`src/rtl/checker_pkg.sv`:
```
// rtl/checker_pkg.sv - shared types for the register-commit scoreboard
package checker_pkg;

   localparam int unsigned CHK_DATA_W = 32;
   localparam int unsigned CHK_ADDR_W = 5;
   localparam int unsigned CHK_PC_W   = 16;
   localparam int unsigned COMMIT_W   = CHK_ADDR_W + CHK_DATA_W + CHK_PC_W;

   typedef enum logic [2:0] {
      E_NONE  = 3'd0,
      E_ADDR  = 3'd1,
      E_PC    = 3'd2,
      E_DATA  = 3'd3,
      E_UNEXP = 3'd4,
      E_OVF   = 3'd5,
      E_TMO   = 3'd6
   } err_t;

   typedef enum logic [1:0] {
      RUN   = 2'd0,
      DRAIN = 2'd1,
      DONE  = 2'd2
   } state_t;

   typedef struct packed {
      logic [CHK_ADDR_W-1:0] addr;
      logic [CHK_DATA_W-1:0] data;
      logic [CHK_PC_W-1:0]   pc;
   } commit_t;

   // Mismatch priority: a wrong destination explains everything downstream.
   function automatic err_t classify(input commit_t exp_c, input commit_t act_c);
      if (exp_c.addr != act_c.addr) return E_ADDR;
      if (exp_c.pc != act_c.pc)     return E_PC;
      if (exp_c.data != act_c.data) return E_DATA;
      return E_NONE;
   endfunction

endpackage

```
`src/rtl/commit_fifo.sv`:
```
// rtl/commit_fifo.sv - synchronous FIFO of expected commits, registered flags
module commit_fifo
   import checker_pkg::*;
#(
   parameter int unsigned DEPTH = 8,
   localparam int unsigned PTR_W = $clog2(DEPTH)
) (
   input  logic                clk_i,
   input  logic                rst_ni,
   input  logic                push_i,
   input  logic [COMMIT_W-1:0] wdata_i,
   input  logic                pop_i,
   output logic [COMMIT_W-1:0] rdata_o,
   output logic                full_o,
   output logic                empty_o,
   output logic                full_next_o
);

   commit_t        mem_q [DEPTH];
   logic [PTR_W:0] wr_q, wr_d;
   logic [PTR_W:0] rd_q, rd_d;
   logic           full_q, full_d;
   logic           empty_q, empty_d;
   logic           do_push, do_pop;

   // A push into a full FIFO is legal when the head leaves in the same cycle.
   assign do_pop  = pop_i && !empty_q;
   assign do_push = push_i && (!full_q || do_pop);

   always_comb begin
      wr_d    = wr_q + {{PTR_W{1'b0}}, do_push};
      rd_d    = rd_q + {{PTR_W{1'b0}}, do_pop};
      empty_d = (wr_d == rd_d);
      full_d  = (wr_d[PTR_W] != rd_d[PTR_W]) &&
                (wr_d[PTR_W-1:0] == rd_d[PTR_W-1:0]);
   end

   always_ff @(posedge clk_i) begin
      if (!rst_ni) begin
         wr_q    <= '0;
         rd_q    <= '0;
         full_q  <= 1'b0;
         empty_q <= 1'b1;
      end else begin
         wr_q    <= wr_d;
         rd_q    <= rd_d;
         full_q  <= full_d;
         empty_q <= empty_d;
      end
   end

   always_ff @(posedge clk_i) begin
      if (do_push) begin
         mem_q[wr_q[PTR_W-1:0]] <= commit_t'(wdata_i);
      end
   end

   assign rdata_o     = mem_q[rd_q[PTR_W-1:0]];
   assign full_o      = full_q;
   assign empty_o     = empty_q;
   assign full_next_o = full_d;

endmodule

```
`config.mk`:
```
export PLATFORM = sky130hd
export DESIGN_NAME = commit_fifo
export DESIGN_NICKNAME = d
export VERILOG_FILES = /design/src/rtl/checker_pkg.sv /design/src/rtl/commit_fifo.sv
export SDC_FILE = /design/constraint.sdc
export NUM_CORES = 1
export LEC_CHECK = 0
export ABC_CLOCK_PERIOD_IN_PS = 6850
export CAP_MARGIN = 20
export CORE_UTILIZATION = 58
export CTS_CLUSTER_DIAMETER = 30
export CTS_CLUSTER_SIZE = 10
export DETAILED_ROUTE_END_ITERATION = 7
export PLACE_DENSITY = 0.85
export SYNTH_ARGS = -nofsm -noshare
export SYNTH_HDL_FRONTEND = slang
export SYNTH_SLANG_ARGS = --single-unit
```
`constraint.sdc`:
```
create_clock -name clk_i -period 6.85 [get_ports clk_i]
set_clock_uncertainty 0.15 [all_clocks]
set_input_delay 1.37 -clock clk_i [delete_from_list [all_inputs] [get_ports clk_i]]
set_output_delay 1.37 -clock clk_i [all_outputs]
set_load 0.02 [all_outputs]
```
==> results.json, run 1 <==
{
  "status": "complete, no violations",
  "antenna_found_initial": 2,
  "critPathSlowestCell": "clkdlybuf4s50_1",
  "wirelength_mm": 32.2,
  "cts-root-buf": "clkbuf_16",
  "synth_area_leader_cell": "edfxtp_1",
  "yosysMostFrequentCell": "edfxtp_1",
  "critPathMaxStageDelay_ns": 0.61,
  "rsz0062_at_grt": "false",
  "route.detailed.drc": 0,
  "cts_resized": 0,
  "multi_input_area_um2": 3500,
  "setup_viol": 0,
  "synth_top_flop_cell": "edfxtp_1",
  "p_leak_uw": 0.00668,
  "slew_viol_final": 0,
  "grt_max_degree": 78,
  "path_clk_slew_ns": 0.05,
  "ir_drop_uv": 294,
  "track_usage_pct": 23.1,
  "fin_setup_tns_ns": 0,
  "avgSynthCellArea_um2": 24.9,
  "synth_cell_types": 25,
  "core_um2": 27900,
  "critPathBufInv": 2,
  "r2r-start": "empty_o$_SDFF_PN1_",
  "area_delta_synth_final_pct": 24.9,
  "clock_sink_count": 434,
  "synthesis.area_um2": 16600,
  "initial_utilization_pct": 59.4,
  "final_hold_viol_count": 0,
  "cts_tree": "done",
  "rrSetupSlack_ns": 3.93,
  "place_congestion": 0.734,
  "cts_buffers": 74,
  "die_x_um": 171,
  "timing.fmax_mhz": 186,
  "worst_pin_slew_ns": 1.13,
  "nets": 900,
  "ys_ff_latch": 434,
  "path_cells": "clkdlybuf4s50_1 > nor2b_1 > o21a_1 > ha_1 > ha_1 > xnor2_1 > xnor2_1 > nand3_1 > nor2_1 > clkdlybuf4s50_1",
  "layout-drive-gt1-share_pct": 32.8,
  "cts_buffer_depth": 3,
  "synth_edf_count": 424,
  "globalRouteOverflowTotal": 0,
  "synth-async-reset-ratio_pct": 0,
  "min-delay-start": "rd_q[3]$_SDFF_PN0_",
  "die_y_um": 171,
  "grt_pass1_vias": 8314,
  "synth_fp_nets": 727,
  "crit_family": "buffers and inverters",
  "crit_path_start": "pop_i",
  "r2r_end": "mem_q[4][51]$_DFFE_PP_",
  "syn_inst": 666,
  "synth_seq_area_share_pct": 77.9,
  "maxCapViolCount": 0,
  "htreeDepth": 3,
  "clock_latency_ns": 0.56,
  "cp.required_ns": 5.33,
  "setup_ws_ns": 1.47,
  "arrival_ns": 3.86,
  "synth_top_area_share_pct": 76.7,
  "synth_common_cells": "edfxtp_1, mux4_2, mux2_4",
  "pwr_density_cell_nw_per_um2": 355,
  "synth_top_cells_by_area": "edfxtp_1, mux4_2, mux2_4",
  "ff_latch_area_um2": 12900,
  "fin_util_pct": 74.2,
  "dp_hpwl_mm": 15.9,
  "pre_cts_ws_ns": 1.46,
  "pin_count": 113,
  "start_kind": "input pin",
  "drt-wirelength-per-cell_um": 25.3,
  "end_kind": "output pin",
  "fillers": 1485,
  "critical_path_class": "in2out",
  "hold_path_depth": 2,
  "first_iter_violations": 665,
  "period_share_pct": 78.6,
  "p_total_uw": 7350,
  "grt_pass1_wl_mm": 48.5,
  "post_cts_buffers": 0,
  "crit_path_max_fanout": 3,
  "io_buffers": 112,
  "holdPathEnd": "rd_q[3]$_SDFF_PN0_",
  "period_minus_slack_ns": 5.38,
  "worstHoldPathType": "reg2reg",
  "holdWs_ns": 0.427,
  "via_per_inst": 5.96,
  "ant_nets": 0,
  "die_area_um2": 29300,
  "ys_warn_count": 0,
  "fp-row-count": 61,
  "reg2regPathDepth": 5,
  "hold_buffers": 0,
  "routed-via-count": 7601,
  "relSlewSlack_pct": 24.2,
  "drtPass1Iterations": 5
}
[metrics by stage]
step	instance area (µm²)	cells
floorplan	16600	666
finish	20700	1276
global placement	18100	1138
CTS	20700	1272
detailed placement	18200	1139
global route	20700	1275
[worst min-delay path, cell delays in order, from the launching register on]
cell     delay (ns)
dfxtp_1        0.32
xor2_1         0.11
nor2b_1        0.11
[worst max-delay path by stage]
stage                       endpoint  slack, ns  cells after the start
2_1_floorplan  mem_q[0][0]$_DFFE_PP_       0.78                      4
5_1_grt                  full_next_o       1.35                     10
6_report                 full_next_o       1.47                     10
4_1_cts                  full_next_o       1.45                     10
3_3_place_gp             full_next_o       1.63                     10
3_5_place_dp             full_next_o       1.46                     10
[layer usage]
layer  GRT usage, %  vias to the layer above  share of wire [%]
li1               -                     3230                  -
met1           29.6                     3989                 39
met2           38.3                      312                 52
met3           4.88                       68                6.5
met4           10.9                        2                2.5
met5              0                        -              0.037
[where the power goes]
part	internal (µW)	leakage, µW	total, µW	switching (µW)
Combinational	365	0.00154	686	321
Clock	2400	0.00121	3650	1250
Sequential	2990	0.00394	3010	22.8
Total	5760	0.00668	7350	1590
[cells in the final DEF (no fill, tap or decap)]
cell type | synthesis | layout
nand2b_1 | 3 | 3
clkinv_8 | 0 | 3
mux2_4 | 40 | 40
and2_1 | 4 | 4
nor2_4 | 0 | 6
xnor2_1 | 6 | 6
clkinvlp_4 | 0 | 6
dfxtp_4 | 0 | 3
buf_4 | 0 | 12
nand3_1 | 3 | 3
xor2_1 | 3 | 3
edfxtp_1 | 424 | 424
mux4_1 | 8 | 8
ha_1 | 4 | 4
nor3_2 | 0 | 2
o21ai_1 | 1 | 1
dfxtp_1 | 10 | 7
bufinv_16 | 0 | 9
clkbuf_1 | 7 | 11
clkbuf_16 | 0 | 76
diode_2 | 0 | 2
inv_1 | 1 | 1
buf_16 | 0 | 2
o21a_1 | 1 | 1
mux2_2 | 13 | 13
clkbuf_8 | 0 | 1
nand2_1 | 2 | 2
clkinv_2 | 0 | 8
nor2b_1 | 5 | 5
inv_16 | 0 | 1
nor2_1 | 7 | 1
buf_12 | 5 | 1
mux4_2 | 98 | 98
inv_6 | 0 | 9
clkdlybuf4s50_1 | 0 | 112
clkinv_4 | 0 | 4
clkinv_1 | 0 | 5
nor3b_1 | 1 | 1
[state kept, by name, summed over array words and instances, names as in the netlist]
signal   cells
rd_q         4
full_o       1
empty_o      1
wr_q         4
mem_q      424
[cell type report]
| cell class | instances | area share, % |
|---|---|---|
| inverters | 1 | 0.0181 |
| flip-flops and latches | 434 | 62.4 |
| clock inverters | 45 | 2.69 |
| well taps | 378 | 2.28 |
| multi-input cells | 201 | 16.9 |
| repair buffers | 127 | 6.21 |
| diodes | 2 | 0.0241 |
| clock buffers | 88 | 9.44 |
[logic make-up after synthesis]
kind of cell | Yosys count | synth area share, %
adder cells (fa/ha/maj) | 4 | 0.301
AO/OA/AOI/OAI | 2 | 0.0754
XOR/XNOR | 9 | 0.475
multiplexers | 159 | 19.1
buffers and inverters | 31 | 1.33
AND/OR/NAND/NOR | 27 | 0.852
flip-flops | 434 | 77.9
Note: power is estimated with default switching activity, not from simulation.
==> inputs of run 2 (changes only) <==
Settings changed: ABC_CLOCK_PERIOD_IN_PS 6850 to 4500, CORE_UTILIZATION 58 to 53, PLACE_DENSITY 0.85 to 0.82.
Clock period 6.85 ns to 4.5 ns, I/O delays scaled along.
==> run 2 against run 1 <==
Against the previous run:
- sequential share of layout area is 0.31 points higher
- via count is 0.80% lower
- wire length is 1.4% lower
- final area is 0.49% lower
- global-route usage is 2.4 points lower
- clock power is 39% higher
- critical path depth stayed put
- die area is 9.3% higher
- sequential cell count stayed put
- power is 46% higher
- count of clock-buffer cells in the layout is 2 higher
- register-to-register slack worse by 1.8 ns
- highest routed layer unchanged
==> results.json, run 2 (synthesis results as in run 1) <==
{
  "path_clk_slew_ns": 0.05,
  "slew_viol_final": 0,
  "grt_pass1_wl_mm": 47.5,
  "first_iter_violations": 636,
  "final_hold_viol_count": 0,
  "ant_nets": 0,
  "multi_input_area_um2": 3510,
  "nets": 906,
  "arrival_ns": 3.25,
  "htreeDepth": 3,
  "dr_wl_met2_mm": 16.2,
  "fillers": 1833,
  "wl_met3_mm": 2.13,
  "die_y_um": 179,
  "rsz0062_at_grt": "false",
  "ff_latch_area_um2": 12900,
  "worst_pin_slew_ns": 0.771,
  "cts_buffers": 73,
  "io_buffers": 112,
  "die_x_um": 179,
  "fin_setup_tns_ns": 0,
  "min-delay-start": "rd_q[3]$_SDFF_PN0_",
  "cts_tree": "done",
  "stdcell_area_um2": 20600,
  "via_per_inst": 5.81,
  "cts_buffer_depth": 3,
  "crit_path_start": "pop_i",
  "holdWs_ns": 0.435,
  "start_kind": "input pin",
  "top_layer_used": "met5",
  "wirelength_mm": 31.8,
  "dp_hpwl_mm": 16.6,
  "place_congestion": 0.750,
  "place_area_um2": 18300,
  "cts-root-buf": "clkbuf_16",
  "initial_utilization_pct": 54.1,
  "core_um2": 30700,
  "crit_path_max_fanout": 3,
  "met1_length_mm": 12.9,
  "pin_count": 113,
  "clock_sink_count": 434,
  "routed-via-count": 7540,
  "maxCapViolCount": 0,
  "layout-drive-gt1-share_pct": 31.9,
  "drtPass1Iterations": 5,
  "cts_resized": 0,
  "hold_buffers": 0,
  "antenna_found_initial": 2,
  "clock_latency_ns": 0.55,
  "largest_register_ffs": 424,
  "pwr_density_cell_nw_per_um2": 520,
  "drt-wirelength-per-cell_um": 24.5,
  "critical_path_class": "in2out",
  "relSlewSlack_pct": 48.6,
  "globalRouteOverflowTotal": 0,
  "final_common_cell": "edfxtp_1",
  "status": "complete, no violations",
  "p_leak_uw": 0.00662,
  "end_kind": "output pin",
  "worstHoldPathType": "reg2reg",
  "final_cell_mix": "edfxtp_1, clkdlybuf4s50_1, mux4_2",
  "grt_pass1_vias": 8102,
  "track_usage_pct": 20.7,
  "period_minus_slack_ns": 4.30,
  "r2r-start": "empty_o$_SDFF_PN1_",
  "area_delta_synth_final_pct": 24.2,
  "grt_max_degree": 46,
  "post_cts_buffers": 0,
  "timing.fmax_mhz": 232,
  "route.detailed.drc": 0,
  "setup_viol": 0,
  "fp-row-count": 64,
  "cp.required_ns": 3.45,
  "period_share_pct": 95.6,
  "ir_drop_uv": 266,
  "die_area_um2": 32000
}
[run 2: changes by cell type in the layout (fill, tap and decap cells not counted), sizes merged]
cell      previous run  this run
clkbuf              88        90
bufinv               9         5
diode                2         1
clkinvlp             6         4
inv                 11         6
buf                 15        22
clkinv              20        26
[run 2: area by class of cell]
type,count,share of cell area (%)
multi-input combinational,201,17.0
tap,396,2.40
clock inverter,40,1.79
clock buffer,90,9.32
sequential,434,62.8
antenna,1,0.0121
timing repair buffer,134,6.66
inverter,1,0.0182
[run 2: worst max-delay path, cell delays in order]
cell and delay (ns):
clkdlybuf4s50_1 0.38, nor2b_1 0.14, o21a_1 0.20, ha_1 0.20, ha_1 0.19, xnor2_1 0.23
xnor2_1 0.15, nand3_1 0.14, nor2_1 0.11, clkdlybuf4s50_1 0.61
[run 2: through the flow]
step                utilization (%)  power [µW]  std cells  worst slack (ns)
floorplan                         -        5340        666             0.322
global placement               59.8        5700       1166             0.189
detailed placement             59.8        5720       1166             0.200
CTS                            67.2       10800       1296             0.181
global route                   67.2       11100       1296            0.0300
finish                         67.2       10700       1297             0.197
[run 2: path summary, 6_finish.rpt]
path	endpoint	slack, ns	cells after the start
min reg2reg	rd_q[3]$_SDFF_PN0_	0.44	2
min	rd_q[3]$_SDFF_PN0_	0.44	2
max	full_next_o	0.20	10
max reg2reg	mem_q[1][36]$_DFFE_PP_	2.14	5
[run 2: metal layers]
| metal | vias up | global-route usage [%] |
|---|---|---|
| li1 | 3234 | - |
| met1 | 3963 | 27.4 |
| met2 | 281 | 33.5 |
| met3 | 60 | 5.41 |
| met4 | 2 | 7.13 |
| met5 | - | 0 |
[run 2: power by group]
part / internal [µW] / switching (µW) / leakage [µW] / total [µW]
Sequential: 4560 / 43.5 / 0.00394 / 4600
Combinational: 565 / 475 / 0.00157 / 1040
Clock: 3310 / 1770 / 0.00111 / 5090
==> inputs of run 3 (changes only) <==
Settings changed: PLACE_DENSITY 0.82 to 0.84, SLEW_MARGIN set to 20.
==> run 3 against run 2 <==
Against the previous run:
- sequential share of layout area decreased by 0.28 points
- count of clock-buffer cells in the layout shrank 3
- cell count about the same
- sequential power hardly changed
- maximum frequency up 4.8%
- critical path type is now reg2out
- largest cell class unchanged
==> results.json, run 3 (synthesis results as in run 1) <==
{
  "pwr_density_cell_nw_per_um2": 520,
  "critPathMaxStageDelay_ns": 0.65,
  "crit_path_max_fanout": 43,
  "die_y_um": 179,
  "clock_latency_ns": 0.56,
  "io_buffers": 112,
  "pwr-share-comb_pct": 9.6,
  "grt_max_degree": 54,
  "final_hold_viol_count": 0,
  "cts-root-buf": "clkbuf_16",
  "track_usage_pct": 20.9,
  "drt-wirelength-per-cell_um": 25.0,
  "pin_count": 113,
  "hold_path_depth": 2,
  "power.clock.fraction_pct": 47.6,
  "r2r-start": "empty_o$_SDFF_PN1_",
  "pre_cts_ws_ns": 0.200,
  "largest_register_ffs": 424,
  "end_kind": "output pin",
  "start_kind": "flop",
  "timing.fmax_mhz": 244,
  "routed-via-count": 7533,
  "maxCapViolCount": 0,
  "stdcell_area_um2": 20700,
  "path_clk_slew_ns": 0.05,
  "core_um2": 30700,
  "critical_path_class": "reg2out",
  "cts_buffers": 73,
  "cts_buffer_depth": 3,
  "post_cts_buffers": 0,
  "p_leak_uw": 0.00665,
  "final_common_cell": "edfxtp_1",
  "ant_nets": 0,
  "fp-row-count": 64,
  "via_per_inst": 5.81,
  "path_cells": "buf_12 > mux4_1 > mux2_4 > clkdlybuf4s50_1",
  "cts_tree": "done",
  "layout-drive-gt1-share_pct": 32.1,
  "worstHoldPathType": "reg2reg",
  "ir_drop_uv": 297,
  "arrival_ns": 3.06,
  "nets": 906,
  "clock_sink_count": 434,
  "cp.required_ns": 3.45,
  "p_switching_uw": 2340,
  "placed_cells": 1166,
  "slew_viol_final": 0,
  "grt_pass1_vias": 7963,
  "internal-power_uw": 8420,
  "min-delay-start": "rd_q[3]$_SDFF_PN0_",
  "switching_share_pct": 21.8,
  "critPathSlowestCell": "mux4_1",
  "drtPass1Iterations": 5,
  "final-instance-count-excl-fill": 1296,
  "area_delta_synth_final_pct": 24.8,
  "relSlewSlack_pct": 49.9,
  "setup_ws_ns": 0.394,
  "grt_pass1_wl_mm": 47.7,
  "period_share_pct": 91.2,
  "initial_utilization_pct": 54.1,
  "reg2regPathDepth": 5,
  "die_area_um2": 32000,
  "period_minus_slack_ns": 4.11,
  "first_iter_violations": 749,
  "status": "complete, no violations",
  "holdWs_ns": 0.455,
  "worst_pin_slew_ns": 0.751,
  "globalRouteOverflowTotal": 0,
  "fillers": 1832,
  "fin_setup_tns_ns": 0,
  "rsz0062_at_grt": "false",
  "htreeDepth": 3,
  "route.detailed.drc": 0,
  "die_x_um": 179,
  "p_seq_share_pct": 42.8,
  "crit_path_start": "rd_q[0]$_SDFF_PN0_",
  "dp_hpwl_mm": 16.1,
  "place_area_um2": 18400,
  "wirelength_mm": 32.4,
  "setup_viol": 0,
  "place_congestion": 0.712,
  "antenna_found_initial": 1,
  "final_cell_mix": "edfxtp_1, clkdlybuf4s50_1, mux4_2"
}
run 3: layout make-up:
type	count	area, µm²	share of cell area [%]
Multi-Input combinational cell	201	3510	17.0
Sequential cell	434	12900	62.5
Inverter	1	3.75	0.0181
Timing Repair Buffer	134	1450	7.01
Clock inverter	42	404	1.95
Clock buffer	87	1900	9.17
Antenna cell	1	2.50	0.0121
Tap cell	396	495	2.39
run 3: metrics by stage:
step | utilization [%] | total power [µW]
2_1_floorplan | - | 5340
3_3_place_gp | 60.0 | 5690
3_5_place_dp | 60.0 | 5710
4_1_cts | 67.5 | 10900
5_1_grt | 67.5 | 11100
6_report | 67.5 | 10800
run 3: layer usage:
metal | GRT usage, % | vias to the layer above | part of all wire, %
met5 | 0 | - | 0
met4 | 7.91 | 0 | 1.9
met3 | 4.56 | 54 | 6.1
met2 | 33.8 | 278 | 51
met1 | 28.0 | 3977 | 41
li1 | - | 3224 | -
run 3: worst max-delay path: cells and delay by family, from the launching register on:
kind,cells,cell delay (ns)
flip-flops,1,0.61
buffers and inverters,2,0.94
multiplexers,2,0.95
run 3: what timing repair did:
action,CTS,global route
hold buffers,0,0
setup endpoints to repair,0,1
gates resized for setup,0,1
run 3: path summary, 6_finish.rpt:
path                            slack (ns)                      to
worst min-delay path                  0.46      rd_q[3]$_SDFF_PN0_
worst max-delay path                  0.39             rdata_o[11]
worst max register to register        2.22  mem_q[4][31]$_DFFE_PP_
worst min register to register        0.46      rd_q[3]$_SDFF_PN0_
run 3: power by group through the flow:
stage                     combinational (µW)  sequential [µW]  clock, µW
after floorplan                          690             4650          0
after CTS                               1050             4610       5220
after global routing                    1090             4610       5400
after detailed placement                1030             4680          0
final                                   1030             4610       5130
after global placement                  1020             4670          0
